`config.mk`:
```
export PLATFORM = sky130hd
export DESIGN_NAME = tx_arbiter
export DESIGN_NICKNAME = d
export VERILOG_FILES = /design/src/rtl/tx_arbiter.sv
export SDC_FILE = /design/constraint.sdc
export NUM_CORES = 1
export LEC_CHECK = 0
export ABC_AREA = 0
export ABC_CLOCK_PERIOD_IN_PS = 2850
export CORE_UTILIZATION = 35
export DETAILED_ROUTE_END_ITERATION = 8
export PLACE_DENSITY = 0.79
export SKIP_CTS_REPAIR_TIMING = 1
export SLEW_MARGIN = 15
export SYNTH_ARGS = -nofsm -noshare
export SYNTH_HDL_FRONTEND = slang
export SYNTH_SLANG_ARGS = --single-unit
```
`constraint.sdc`:
```
create_clock -name clk -period 2.85 [get_ports clk]
set_input_delay 0.57 -clock clk [delete_from_list [all_inputs] [get_ports clk]]
set_output_delay 0.57 -clock clk [all_outputs]
set_load 0.05 [all_outputs]
```
`src/rtl/tx_arbiter.sv`:
```
// tx_arbiter: round-robin scheduler that shares one serial transmitter
// between NUM_REQ producers. Captures the winner's payload, pulses tx_send,
// follows the transmitter's busy handshake and enforces an inter-frame gap.
// Optional build macro TX_ARBITER_TAG_EN: when defined, the top $clog2(NUM_REQ)
// bits of tx_data carry the granted index instead of payload bits.
module tx_arbiter #(
  parameter int NUM_REQ       = 4,
  parameter int DATA_WIDTH    = 64,
  parameter int GAP_CYCLES    = 16,
  parameter int START_TIMEOUT = 1024
) (
  input  logic                          clk,
  input  logic                          rst,
  input  logic [NUM_REQ-1:0]            req,
  input  logic [NUM_REQ*DATA_WIDTH-1:0] req_data,
  output logic [NUM_REQ-1:0]            grant,
  output logic                          tx_send,
  output logic [DATA_WIDTH-1:0]         tx_data,
  input  logic                          tx_busy,
  output logic [$clog2(NUM_REQ)-1:0]    active_id,
  output logic                          timeout,
  output logic                          idle
);

  localparam int IW = $clog2(NUM_REQ);
  localparam int TW = (START_TIMEOUT > 1) ? $clog2(START_TIMEOUT) : 1;
  localparam int GW = (GAP_CYCLES > 1) ? $clog2(GAP_CYCLES) : 1;
  localparam logic [TW-1:0] T_LAST = TW'(START_TIMEOUT - 1);
  localparam logic [GW-1:0] G_LAST = GW'((GAP_CYCLES > 0) ? GAP_CYCLES - 1 : 0);

  typedef enum logic [2:0] {
    S_IDLE, S_LAUNCH, S_WAIT_START, S_WAIT_DONE, S_GAP
  } state_t;

  state_t                state, state_nxt;
  logic [IW-1:0]         rr_ptr;
  logic [TW-1:0]         start_cnt;
  logic [GW-1:0]         gap_cnt;
  logic [IW-1:0]         pick_idx;
  logic                  pick_vld;
  logic                  capture;
  logic                  to_fire;
  logic [DATA_WIDTH-1:0] cap_data;

  // Counters hold at all-ones instead of wrapping.
  function automatic logic [TW-1:0] sat_inc_t(input logic [TW-1:0] v);
    return (v == '1) ? v : v + 1'b1;
  endfunction

  function automatic logic [GW-1:0] sat_inc_g(input logic [GW-1:0] v);
    return (v == '1) ? v : v + 1'b1;
  endfunction

  // First requester at or above rr_ptr, wrapping around.
  always_comb begin
    int j;
    j        = 0;
    pick_vld = 1'b0;
    pick_idx = '0;
    for (int k = 0; k < NUM_REQ; k++) begin
      j = int'(rr_ptr) + k;
      if (j >= NUM_REQ) j = j - NUM_REQ;
      if (!pick_vld && req[j]) begin
        pick_vld = 1'b1;
        pick_idx = IW'(j);
      end
    end
  end

  // Payload of the winner, optionally tagged with its index for demux.
  always_comb begin
    cap_data = req_data[pick_idx*DATA_WIDTH +: DATA_WIDTH];
`ifdef TX_ARBITER_TAG_EN
    cap_data[DATA_WIDTH-1 -: IW] = pick_idx;
`else
`endif
  end

  // Next-state and strobe decode.
  always_comb begin
    state_nxt = state;
    capture   = 1'b0;
    to_fire   = 1'b0;
    case (state)
      S_IDLE: begin
        if (!tx_busy && pick_vld) begin
          capture   = 1'b1;
          state_nxt = S_LAUNCH;
        end
      end
      S_LAUNCH: state_nxt = S_WAIT_START;
      S_WAIT_START: begin
        if (tx_busy) begin
          state_nxt = S_WAIT_DONE;
        end else if (start_cnt == T_LAST) begin
          to_fire   = 1'b1;
          state_nxt = (GAP_CYCLES == 0) ? S_IDLE : S_GAP;
        end
      end
      S_WAIT_DONE: begin
        if (!tx_busy) state_nxt = (GAP_CYCLES == 0) ? S_IDLE : S_GAP;
      end
      S_GAP: begin
        if (gap_cnt == G_LAST) state_nxt = S_IDLE;
      end
      default: state_nxt = S_IDLE;
    endcase
  end

  // State register; reset abandons any frame in flight.
  always_ff @(posedge clk or posedge rst) begin
    if (rst) state <= S_IDLE;
    else     state <= state_nxt;
  end

  // Registered outputs, capture, round-robin pointer and counters.
  always_ff @(posedge clk or posedge rst) begin
    if (rst) begin
      grant     <= '0;
      tx_send   <= 1'b0;
      timeout   <= 1'b0;
      tx_data   <= '0;
      active_id <= '0;
      rr_ptr    <= '0;
      start_cnt <= '0;
      gap_cnt   <= '0;
    end else begin
      grant   <= capture ? (NUM_REQ'(1) << pick_idx) : '0;
      tx_send <= (state == S_LAUNCH);
      timeout <= to_fire;
      if (capture) begin
        tx_data   <= cap_data;
        active_id <= pick_idx;
        rr_ptr    <= (pick_idx == IW'(NUM_REQ - 1)) ? '0 : pick_idx + 1'b1;
      end
      if (state == S_LAUNCH)          start_cnt <= '0;
      else if (state == S_WAIT_START) start_cnt <= sat_inc_t(start_cnt);
      if (state_nxt == S_GAP && state != S_GAP) gap_cnt <= '0;
      else if (state == S_GAP)                  gap_cnt <= sat_inc_g(gap_cnt);
    end
  end

  assign idle = (state == S_IDLE);

endmodule
```
==> results of run 1 <==
-- through the flow --
step                utilization, %  hold slack, ps
CTS                          60.43           478.3
global route                 60.43           509.1
global placement             58.59           456.6
floorplan                        -           437.9
finish                       60.43           469.5
detailed placement           58.59           470.8
-- logic make-up (layout without fill, tap and decap cells) --
logic type      count (synthesis)  count (layout)  share of synthesized area, %
compound gates                147             147                         21.87
xor+xnor                        5               5                        0.7687
fa+ha+maj                       6               6                         1.317
buf+inv                        72             377                         6.521
flops                          91              91                         39.96
mux                             5               5                        0.8784
simple gates                  319             319                         28.68
-- flip-flops by register name, indices dropped and copies added (netlist names) --
| name | cells |
|---|---|
| tx_data | 64 |
| state | 3 |
| grant | 4 |
| gap_cnt | 4 |
| tx_send | 1 |
| start_cnt | 10 |
| active_id | 2 |
| timeout | 1 |
| rr_ptr | 2 |
-- critical path: stages, from the launching register on --
cell and delay [ps]:
dfrtp_1 480, or3_4 450, inv_1 70, clkdlybuf4s50_1 810
-- layer usage --
metal | GRT usage (%) | vias to the layer above
met4 | 12.65 | 0
met2 | 44.32 | 326
met5 | 0 | -
met3 | 6.895 | 53
met1 | 30.28 | 3117
li1 | - | 3002
-- cells in the final DEF, fill, tap and decap left out, drive strengths merged, types with 2 or more instances in the layout --
cell type and count:
inv 7, and3 4, nor3 4, a31oi 2, o21ai 4, a311oi 66, a211oi 65, a21oi 4
xnor2 3, mux2i 5, or3 4, clkinvlp 2, nand3 10, ha 6, nand2b 3, clkbuf 13
dfrtp 91, nor4b 65, xor2 2, nor2 78, clkinv 2, nand2 141, a21o 2, buf 18
clkdlybuf4s50 335, and2 4
-- where the power goes --
group / switching [mW] / internal (mW)
Clock: 0.530 / 0.665
Sequential: 0.360 / 1.86
Combinational: 3.60 / 2.09
Total: 4.49 / 4.62
-- layout make-up --
cell class	count	area share, %
timing repair buffer	353	37.90
clock buffer	13	2.815
tap	216	2.815
sequential	91	23.72
inverter	8	0.3519
multi-input combinational	482	32.17
clock inverter	3	0.2216
-- final timing paths --
kind                                   start            to  slack [ps]  depth (start not counted)
worst max-delay path                state[0]          idle         110                          3
worst min-delay path            start_cnt[5]  start_cnt[5]         470                          1
worst max register to register     rr_ptr[1]   tx_data[35]         700                          6
worst min register to register  start_cnt[5]  start_cnt[5]         470                          1
max in group asynchronous                rst   tx_data[39]        1740                          3
min in group asynchronous                rst   tx_data[14]         720                          3
==> impl_summary.log, run 1 <==
INFO  metric synth_seq_cells = 91
INFO  metric cts_max_path_buffers = 2
INFO  metric antennaDiodeCount = 0
INFO  metric vias = 6498
INFO  metric port_buffer_cells = 335
INFO  metric antenna_violating_nets_post_route = 0
INFO  metric finalNonFillerCells = 1166
INFO  metric cts.sinks = 91
INFO  metric yosys-top-cells-count = nand2_1 (141), dfrtp_1 (91), nor2_1 (77)
INFO  metric placementRows = 46
INFO  metric setup.worst_path.start_class = register
INFO  metric post_drt_wl_per_cell = 19.03 um
INFO  metric htree_levels = 3
INFO  metric max_clock_freq = 0.3650 GHz
INFO  metric floorplan_core_area = 15890 sq um
INFO  metric vdd_ir_drop_max = 0.4727 mV
INFO  metric synth.top_cells.by_area = dfrtp_1 (40%), nor4b_1 (10%), nand2_1 (9.3%)
INFO  metric asyncSetResetFlopFracSynth = 100.0%
INFO  metric detail_route.vias_per_cell = 5.573
INFO  metric yosys.area.top_type = dfrtp_1
INFO  metric detailed_place_hpwl = 15460 um
INFO  metric sequential_standard_cell_area = 2277 sq um
INFO  metric setup_repair_after_global_routing_missed_its_margin = no
INFO  metric timing.final.hold_violations = 0
INFO  metric timing.max_slew.rel_slack = 55.01%
INFO  metric synthToLayoutAreaGrowth = 68.47%
INFO  metric setup-violations-final = 0
INFO  metric initial_core_util = 35.87%
INFO  metric timing.clock.skew = 10.17 ps
INFO  metric grt_pass1_vias = 6426
INFO  metric timing.setup.tns = 0 ps
INFO  metric leakage = 3.649 nW
INFO  metric fp.dieW = 129.6 um
INFO  metric layout_setup_ws = 110.5 ps
INFO  metric dr.first_iter.drc_count = 460
INFO  metric floorplan.die_area = 16790 sq um
INFO  metric io_pins = 336
INFO  metric placed_cells = 1150
INFO  metric synthesis.nets = 914
INFO  metric drive_gt1_share = 5.789%
INFO  metric timing.hold.worst.class = register to register
INFO  metric cts_root_buf = clkbuf_16
INFO  metric edff_count_synth = 0
INFO  metric fillCellCount = 1412
INFO  metric ys.warnings.count = 0
INFO  metric timing.critical_path.to_type = primary output
INFO  metric peak_fanout_along_the_critical_path = 8
INFO  metric multi_input_area = 3088 sq um
INFO  metric post_synth_inst_count = 645
INFO  metric global_route.overflow_total = 0
INFO  metric met1Wirelength = 8664 um
INFO  metric post-route-cell-area = 9599 sq um
INFO  metric period_minus_slack = 2740 ps
INFO  metric chipHeight = 129.6 um
INFO  metric yosysUniqueCellTypes = 43
INFO  metric clock_insertion_delay_worst_skew = 350 ps
INFO  metric setup.worst_path.class = register to primary output
INFO  metric maxCapViolations = 0
INFO  metric critical_path_required = 2280 ps
INFO  metric cts_tree = yes
INFO  metric place.gp.congestion = 0.8542
INFO  metric power_density = 949.1 nW/um^2
INFO  metric nets = 1214
INFO  metric post-route-drc-count = 0
INFO  metric finalPower = 9.111 mW
INFO  metric grt_start_max_net_pins = 92
INFO  metric grt_use_total = 26.01%
INFO  metric netlist_area = 5698 sq um
INFO  metric status = finished, final reports clean
INFO  metric grt_pass1_wl = 33380 um
INFO  metric placed_cell_areas = 9308 sq um
INFO  metric yosys.cell_count.top_type = nand2_1
INFO  metric post-route-period-util = 96.12%
INFO  metric worstMarginPinSlew = 670.3 ps
INFO  metric slew_violations = 0
INFO  metric antenna_found_initial = 0
INFO  metric dp_slack = 64.68 ps
INFO  metric synthFlopType = dfrtp_1
INFO  metric post-synth-top-area-fraction = 39.96%
INFO  metric synth_sequential_area_ratio = 39.96%
INFO  metric post_synthesis_average_cell_area = 8.834 sq um
INFO  metric dr_wl_met3 = 1959 um
INFO  metric drt_first_pass_iters = 4
INFO  metric clk_transition_reported_paths = 70 ps
INFO  metric maxUsedRoutingLayer = met4
INFO  metric arrival = 2170 ps
INFO  metric cts-buffers-inserted = 9
INFO  metric route.met2.wl = 10780 um
INFO  metric wirelength = 22190 um
No activity file was read; power rests on OpenSTA's default activity.
==> inputs of run 2 (changes only) <==
- ABC_CLOCK_PERIOD_IN_PS: 2850 -> 3500
- CORE_AREA: default -> 2 2 131 133
- CORE_UTILIZATION: 35 -> default
- DIE_AREA: default -> 0 0 133 135
- PLACE_DENSITY: 0.79 -> 0.76
- clock period: 2.85 -> 3.5 ns (I/O delays scaled with it)
==> run 2 against run 1 <==
Against the previous run:
- first-iteration DRC count fell by 24%
- register-to-register slack gained 160 ps
- non-clock buffer count down 5
- utilization shrank 2.4 points
- routed wire length fell by 0.31%
- final area fell by 0.76%
- via count shrank 1.8%
- clock-buffer cell count fell by 2
- global-route usage is 1.8 points lower
- clock power down 15%
- flip-flop and latch count unchanged
- critical endpoint is now tx_data[40]
- highest routed layer unchanged
==> impl_summary.log, run 2 (synthesis results as in run 1) <==
INFO  metric placementRows = 47
INFO  metric largest_registers = tx_data (64), start_cnt (10)
INFO  metric worstMarginPinSlew = 1056 ps
INFO  metric crit_path_cell_trace = clkdlybuf4s50_1 > nor4_1 > or3_1 > nor2_8 > a311oi_1
INFO  metric synthToLayoutAreaGrowth = 67.19%
INFO  metric arrival = 3030 ps
INFO  metric detailed_place_hpwl = 15340 um
INFO  metric timing.critical_path.to_type = register
INFO  metric min_path_cells = 1
INFO  metric power_frac_seq = 24.5%
INFO  metric timing.hold.worst.class = register to register
INFO  metric post_drt_wl_per_cell = 18.98 um
INFO  metric share_of_total_power_consumed_by_net_switching = 49.27%
INFO  metric largest_register_ff_count = 64
INFO  metric largest_register = tx_data
INFO  metric placed_cells = 1149
INFO  metric cts.sinks = 91
INFO  metric post-route-cell-area = 9527 sq um
INFO  metric global_route.overflow_total = 0
INFO  metric cts-buffers-inserted = 9
INFO  metric grt_pass1_vias = 6402
INFO  metric post-route-drc-count = 0
INFO  metric drt_first_pass_iters = 5
INFO  metric finalPower = 7.400 mW
INFO  metric power.switching = 3.646 mW
INFO  metric detail_route.vias_per_cell = 5.477
INFO  metric setup-violations-final = 0
INFO  metric antennaDiodeCount = 0
INFO  metric drive_gt1_share = 5.291%
INFO  metric max_clock_freq = 0.3463 GHz
INFO  metric port_buffer_cells = 335
INFO  metric power_density = 776.7 nW/um^2
INFO  metric clock_insertion_delay_worst_skew = 340 ps
INFO  metric slew_violations = 0
INFO  metric p_int = 3.754 mW
INFO  metric placed_cell_areas = 9224 sq um
INFO  metric antenna_found_initial = 0
INFO  metric timing.final.hold_violations = 0
INFO  metric clk_transition_reported_paths = 70 ps
INFO  metric cts_max_path_buffers = 2
INFO  metric htree_levels = 3
INFO  metric mostFrequentLayoutCell = clkdlybuf4s50_1
INFO  metric setup.worst_path.start_class = input port
INFO  metric chipHeight = 135 um
INFO  metric floorplan.die_area = 17960 sq um
INFO  metric final_cell_mix = clkdlybuf4s50_1 (335), nand2_1 (141), dfrtp_1 (91)
INFO  metric wirelength = 22120 um
INFO  metric cts_root_buf = clkbuf_16
INFO  metric vdd_ir_drop_max = 0.4674 mV
INFO  metric leakage = 3.616 nW
INFO  metric initial_core_util = 34.73%
INFO  metric io_pins = 336
INFO  metric maxCapViolations = 0
INFO  metric status = finished, final reports clean
INFO  metric antenna_violating_nets_post_route = 0
INFO  metric cts_tree = yes
INFO  metric fillCellCount = 1469
INFO  metric setup_repair_after_global_routing_missed_its_margin = no
INFO  metric peak_fanout_along_the_critical_path = 65
INFO  metric timing.setup.tns = 0 ps
INFO  metric power.share.combinational = 61.9%
INFO  metric place.gp.congestion = 0.8313
INFO  metric post-route-period-util = 82.50%
INFO  metric critPathSlowestCell = nor2_8
INFO  metric grt_start_max_net_pins = 69
INFO  metric period_minus_slack = 2888 ps
INFO  metric fp.dieW = 133 um
INFO  metric clkPwrFrac = 13.7%
INFO  metric finalNonFillerCells = 1165
INFO  metric grt_use_total = 24.17%
INFO  metric vias = 6381
INFO  metric worstRegToRegCells = 4
INFO  metric critical_path_required = 3650 ps
INFO  metric post-route-util = 58.06%
INFO  metric nets = 1209
INFO  metric timing.max_slew.rel_slack = 29.60%
INFO  metric floorplan_core_area = 16410 sq um
INFO  metric dr.first_iter.drc_count = 348
INFO  metric setup.worst_path.class = input port to register
INFO  metric grt_pass1_wl = 34410 um
INFO  metric max_stage_delay = 830 ps
INFO  metric timing.clock.skew = 11.93 ps
run 2: changes by cell type in the layout (fill, tap and decap cells not counted), sizes merged:
cell / before / now
clkbuf: 13 / 11
clkinvlp: 2 / 1
bufinv: 0 / 1
buf: 18 / 13
inv: 7 / 9
run 2: area by class of cell:
cell class                      instances  area (sq um)  area share [%]
Clock buffer                           11         242.7           2.548
Clock inverter                          5         60.06          0.6304
Inverter                                8         32.53          0.3415
Multi-Input combinational cell        482          3088           32.41
Sequential cell                        91          2277           23.90
Tap cell                              220         275.3           2.889
Timing Repair Buffer                  348          3551           37.27
run 2: path summary, 6_finish.rpt:
kind,startpoint,slack (ps),to
worst max register to register,state[0],860,tx_data[40]
worst max-delay path,req[3],610,tx_data[40]
min in group asynchronous,rst,720,tx_data[60]
worst min register to register,active_id[1],480,active_id[1]
worst min-delay path,active_id[1],480,active_id[1]
max in group asynchronous,rst,2110,tx_data[34]
run 2: critical path: cells and delay by family:
family                 cells  cell delay [ps]
and+or+nand+nor            3             1430
buffers and inverters      1              630
AOI/OAI and AO/OA          1              210
run 2: through the flow:
stage	hold WS (ps)	setup slack, ps
6_report	480.4	612.4
4_1_cts	482.2	624.6
2_1_floorplan	437.9	436.4
3_3_place_gp	457.4	345.1
3_5_place_dp	465.9	272.0
5_1_grt	521.7	478.2
run 2: metal layers:
metal	global-route usage [%]	vias to the layer above	routed length, um
met5	0	-	0
met4	10.63	0	706
met2	41.11	336	10710
met1	28.68	2996	8746
met3	6.682	51	1956
li1	-	2998	-
run 2: power groups by stage:
| stage | registers, mW | clock network (mW) | logic, mW |
|---|---|---|---|
| floorplan | 3.15 | 0 | 1.63 |
| global placement | 1.81 | 0 | 4.54 |
| detailed placement | 1.83 | 0 | 4.59 |
| CTS | 1.81 | 1.04 | 4.60 |
| global route | 1.87 | 1.08 | 4.86 |
| finish | 1.81 | 1.01 | 4.58 |
==> inputs of run 3 (changes only) <==
- ABC_CLOCK_PERIOD_IN_PS: 3500 -> 2500
- CORE_AREA: 2 2 131 133 -> default
- CORE_UTILIZATION: default -> 35
- DIE_AREA: 0 0 133 135 -> default
- PLACE_DENSITY: 0.76 -> 0.79
- clock period: 3.5 -> 2.5 ns (I/O delays scaled with it)
==> run 3 against run 2 <==
Against the previous run:
- cell count rose by 1.2%
- utilization increased by 2.8 points
- first-iteration DRC count grew 9.2%
- sequential share of layout area is 0.34 points lower
- clock power grew 30%
- largest cell class unchanged
- largest power group unchanged
- highest routed layer unchanged
==> impl_summary.log, run 3 (synthesis results as in run 1) <==
INFO  metric post-route-cell-area = 9663 sq um
INFO  metric cts-buffers-inserted = 9
INFO  metric grt_use_total = 26.80%
INFO  metric largest_registers = tx_data (64), start_cnt (10)
INFO  metric io_pins = 336
INFO  metric cts.sinks = 91
INFO  metric cts_root_buf = clkbuf_16
INFO  metric worstRegToRegCells = 7
INFO  metric r2r_start = rr_ptr[1]
INFO  metric dp_slack = -190.2 ps
INFO  metric post_drt_wl_per_cell = 19.07 um
INFO  metric antenna_found_initial = 0
INFO  metric ff2ff_setup_slack = 340 ps
INFO  metric arrival = 2550 ps
INFO  metric detail_route.vias_per_cell = 5.538
INFO  metric placementRows = 46
INFO  metric setup-violations-final = 0
INFO  metric critical_path_required = 2720 ps
INFO  metric largest_register_ff_count = 64
INFO  metric drt_first_pass_iters = 5
INFO  metric htree_levels = 3
INFO  metric timing.clock.skew = 9.951 ps
INFO  metric timing.max_slew.rel_slack = 55.86%
INFO  metric cts_tree = yes
INFO  metric worst_hold_slack = 478.2 ps
INFO  metric sequential_standard_cell_area = 2277 sq um
INFO  metric grt_start_max_net_pins = 92
INFO  metric drive_gt1_share = 7.269%
INFO  metric nets = 1228
INFO  metric slew_violations = 0
INFO  metric timing.critical_path.to_type = register
INFO  metric r2r_end = tx_data[35]
INFO  metric initial_core_util = 35.87%
INFO  metric setup.worst_path.start_class = input port
INFO  metric finalPower = 10.39 mW
INFO  metric timing.final.hold_violations = 0
INFO  metric largest_register = tx_data
INFO  metric power_density = 1076 nW/um^2
INFO  metric layout_setup_ws = 178.2 ps
INFO  metric period_minus_slack = 2322 ps
INFO  metric chipHeight = 129.6 um
INFO  metric multi_input_area = 3088 sq um
INFO  metric max_clock_freq = 0.4307 GHz
INFO  metric wirelength = 22480 um
INFO  metric peak_fanout_along_the_critical_path = 43
INFO  metric min_path_cells = 1
INFO  metric placed_cells = 1164
INFO  metric dr.first_iter.drc_count = 380
INFO  metric mostFrequentLayoutCell = clkdlybuf4s50_1
INFO  metric leakage = 3.704 nW
INFO  metric antenna_violating_nets_post_route = 0
INFO  metric min-delay-start = active_id[1]
INFO  metric grt_pass1_wl = 34420 um
INFO  metric antennaDiodeCount = 0
INFO  metric vias = 6529
INFO  metric floorplan.die_area = 16790 sq um
INFO  metric timing.hold.worst.class = register to register
INFO  metric detailed_place_hpwl = 16250 um
INFO  metric cts_max_path_buffers = 2
INFO  metric setup_repair_after_global_routing_missed_its_margin = no
INFO  metric port_buffer_cells = 335
INFO  metric post-route-drc-count = 0
INFO  metric fp.dieW = 129.6 um
INFO  metric synthToLayoutAreaGrowth = 69.59%
INFO  metric place.gp.congestion = 0.8408
INFO  metric grt_pass1_vias = 6623
INFO  metric final_cell_mix = clkdlybuf4s50_1 (334), nand2_1 (141), dfrtp_1 (91)
INFO  metric global_route.overflow_total = 0
INFO  metric setup.worst_path.class = input port to register
INFO  metric clock_insertion_delay_worst_skew = 340 ps
INFO  metric floorplan_core_area = 15890 sq um
INFO  metric placed_cell_areas = 9385 sq um
INFO  metric vdd_ir_drop_max = 0.5464 mV
INFO  metric post-route-period-util = 92.87%
INFO  metric status = finished, final reports clean
INFO  metric hold_path_end = active_id[1]
INFO  metric finalNonFillerCells = 1179
INFO  metric maxCapViolations = 0
INFO  metric worstMarginPinSlew = 657.6 ps
INFO  metric fillCellCount = 1391
INFO  metric clk_transition_reported_paths = 70 ps
==> run 3: area by class of cell <==
type	instances	share of cell area [%]
Clock buffer	10	2.473
Clock inverter	5	0.4014
Inverter	8	0.3496
Multi-Input combinational cell	482	31.96
Sequential cell	91	23.57
Tap cell	216	2.797
Timing Repair Buffer	367	38.46
==> run 3: where the power goes <==
| group | switching [mW] | internal (mW) |
|---|---|---|
| registers | 0.424 | 2.12 |
| clock network | 0.610 | 0.702 |
| logic | 4.12 | 2.42 |
==> run 3: per-layer routing <==
layer	vias to the layer above	part of all wire (%)	wire length [um]	global-route usage, %
li1	3031	-	-	-
met1	3097	37	8382	29.62
met2	342	49	11040	47.28
met3	59	9.9	2223	7.432
met4	0	3.7	835	13.13
met5	-	0	0	0
==> run 3: stage by stage <==
stage          util [%]  setup TNS, ps
6_report          60.83              0
5_1_grt           60.83              0
4_1_cts           60.83              0
3_5_place_dp      59.08          -6051
3_3_place_gp      59.08         -465.7
2_1_floorplan         -              0
==> run 3: worst max path at each step <==
stage | from | endpoint
2_1_floorplan | req[2] | rr_ptr[1]
3_3_place_gp | req[2] | tx_data[7]
3_5_place_dp | req[2] | tx_data[7]
4_1_cts | req[2] | tx_data[7]
5_1_grt | req[3] | tx_data[23]
6_report | req[2] | tx_data[35]
==> run 3: critical path: stages <==
cell             delay [ps]
clkdlybuf4s50_1         480
mux2i_1                 280
nor2_4                   80
or3_4                   430
inv_2                   110
buf_12                  230
nand2_1                  90
a311oi_1                320
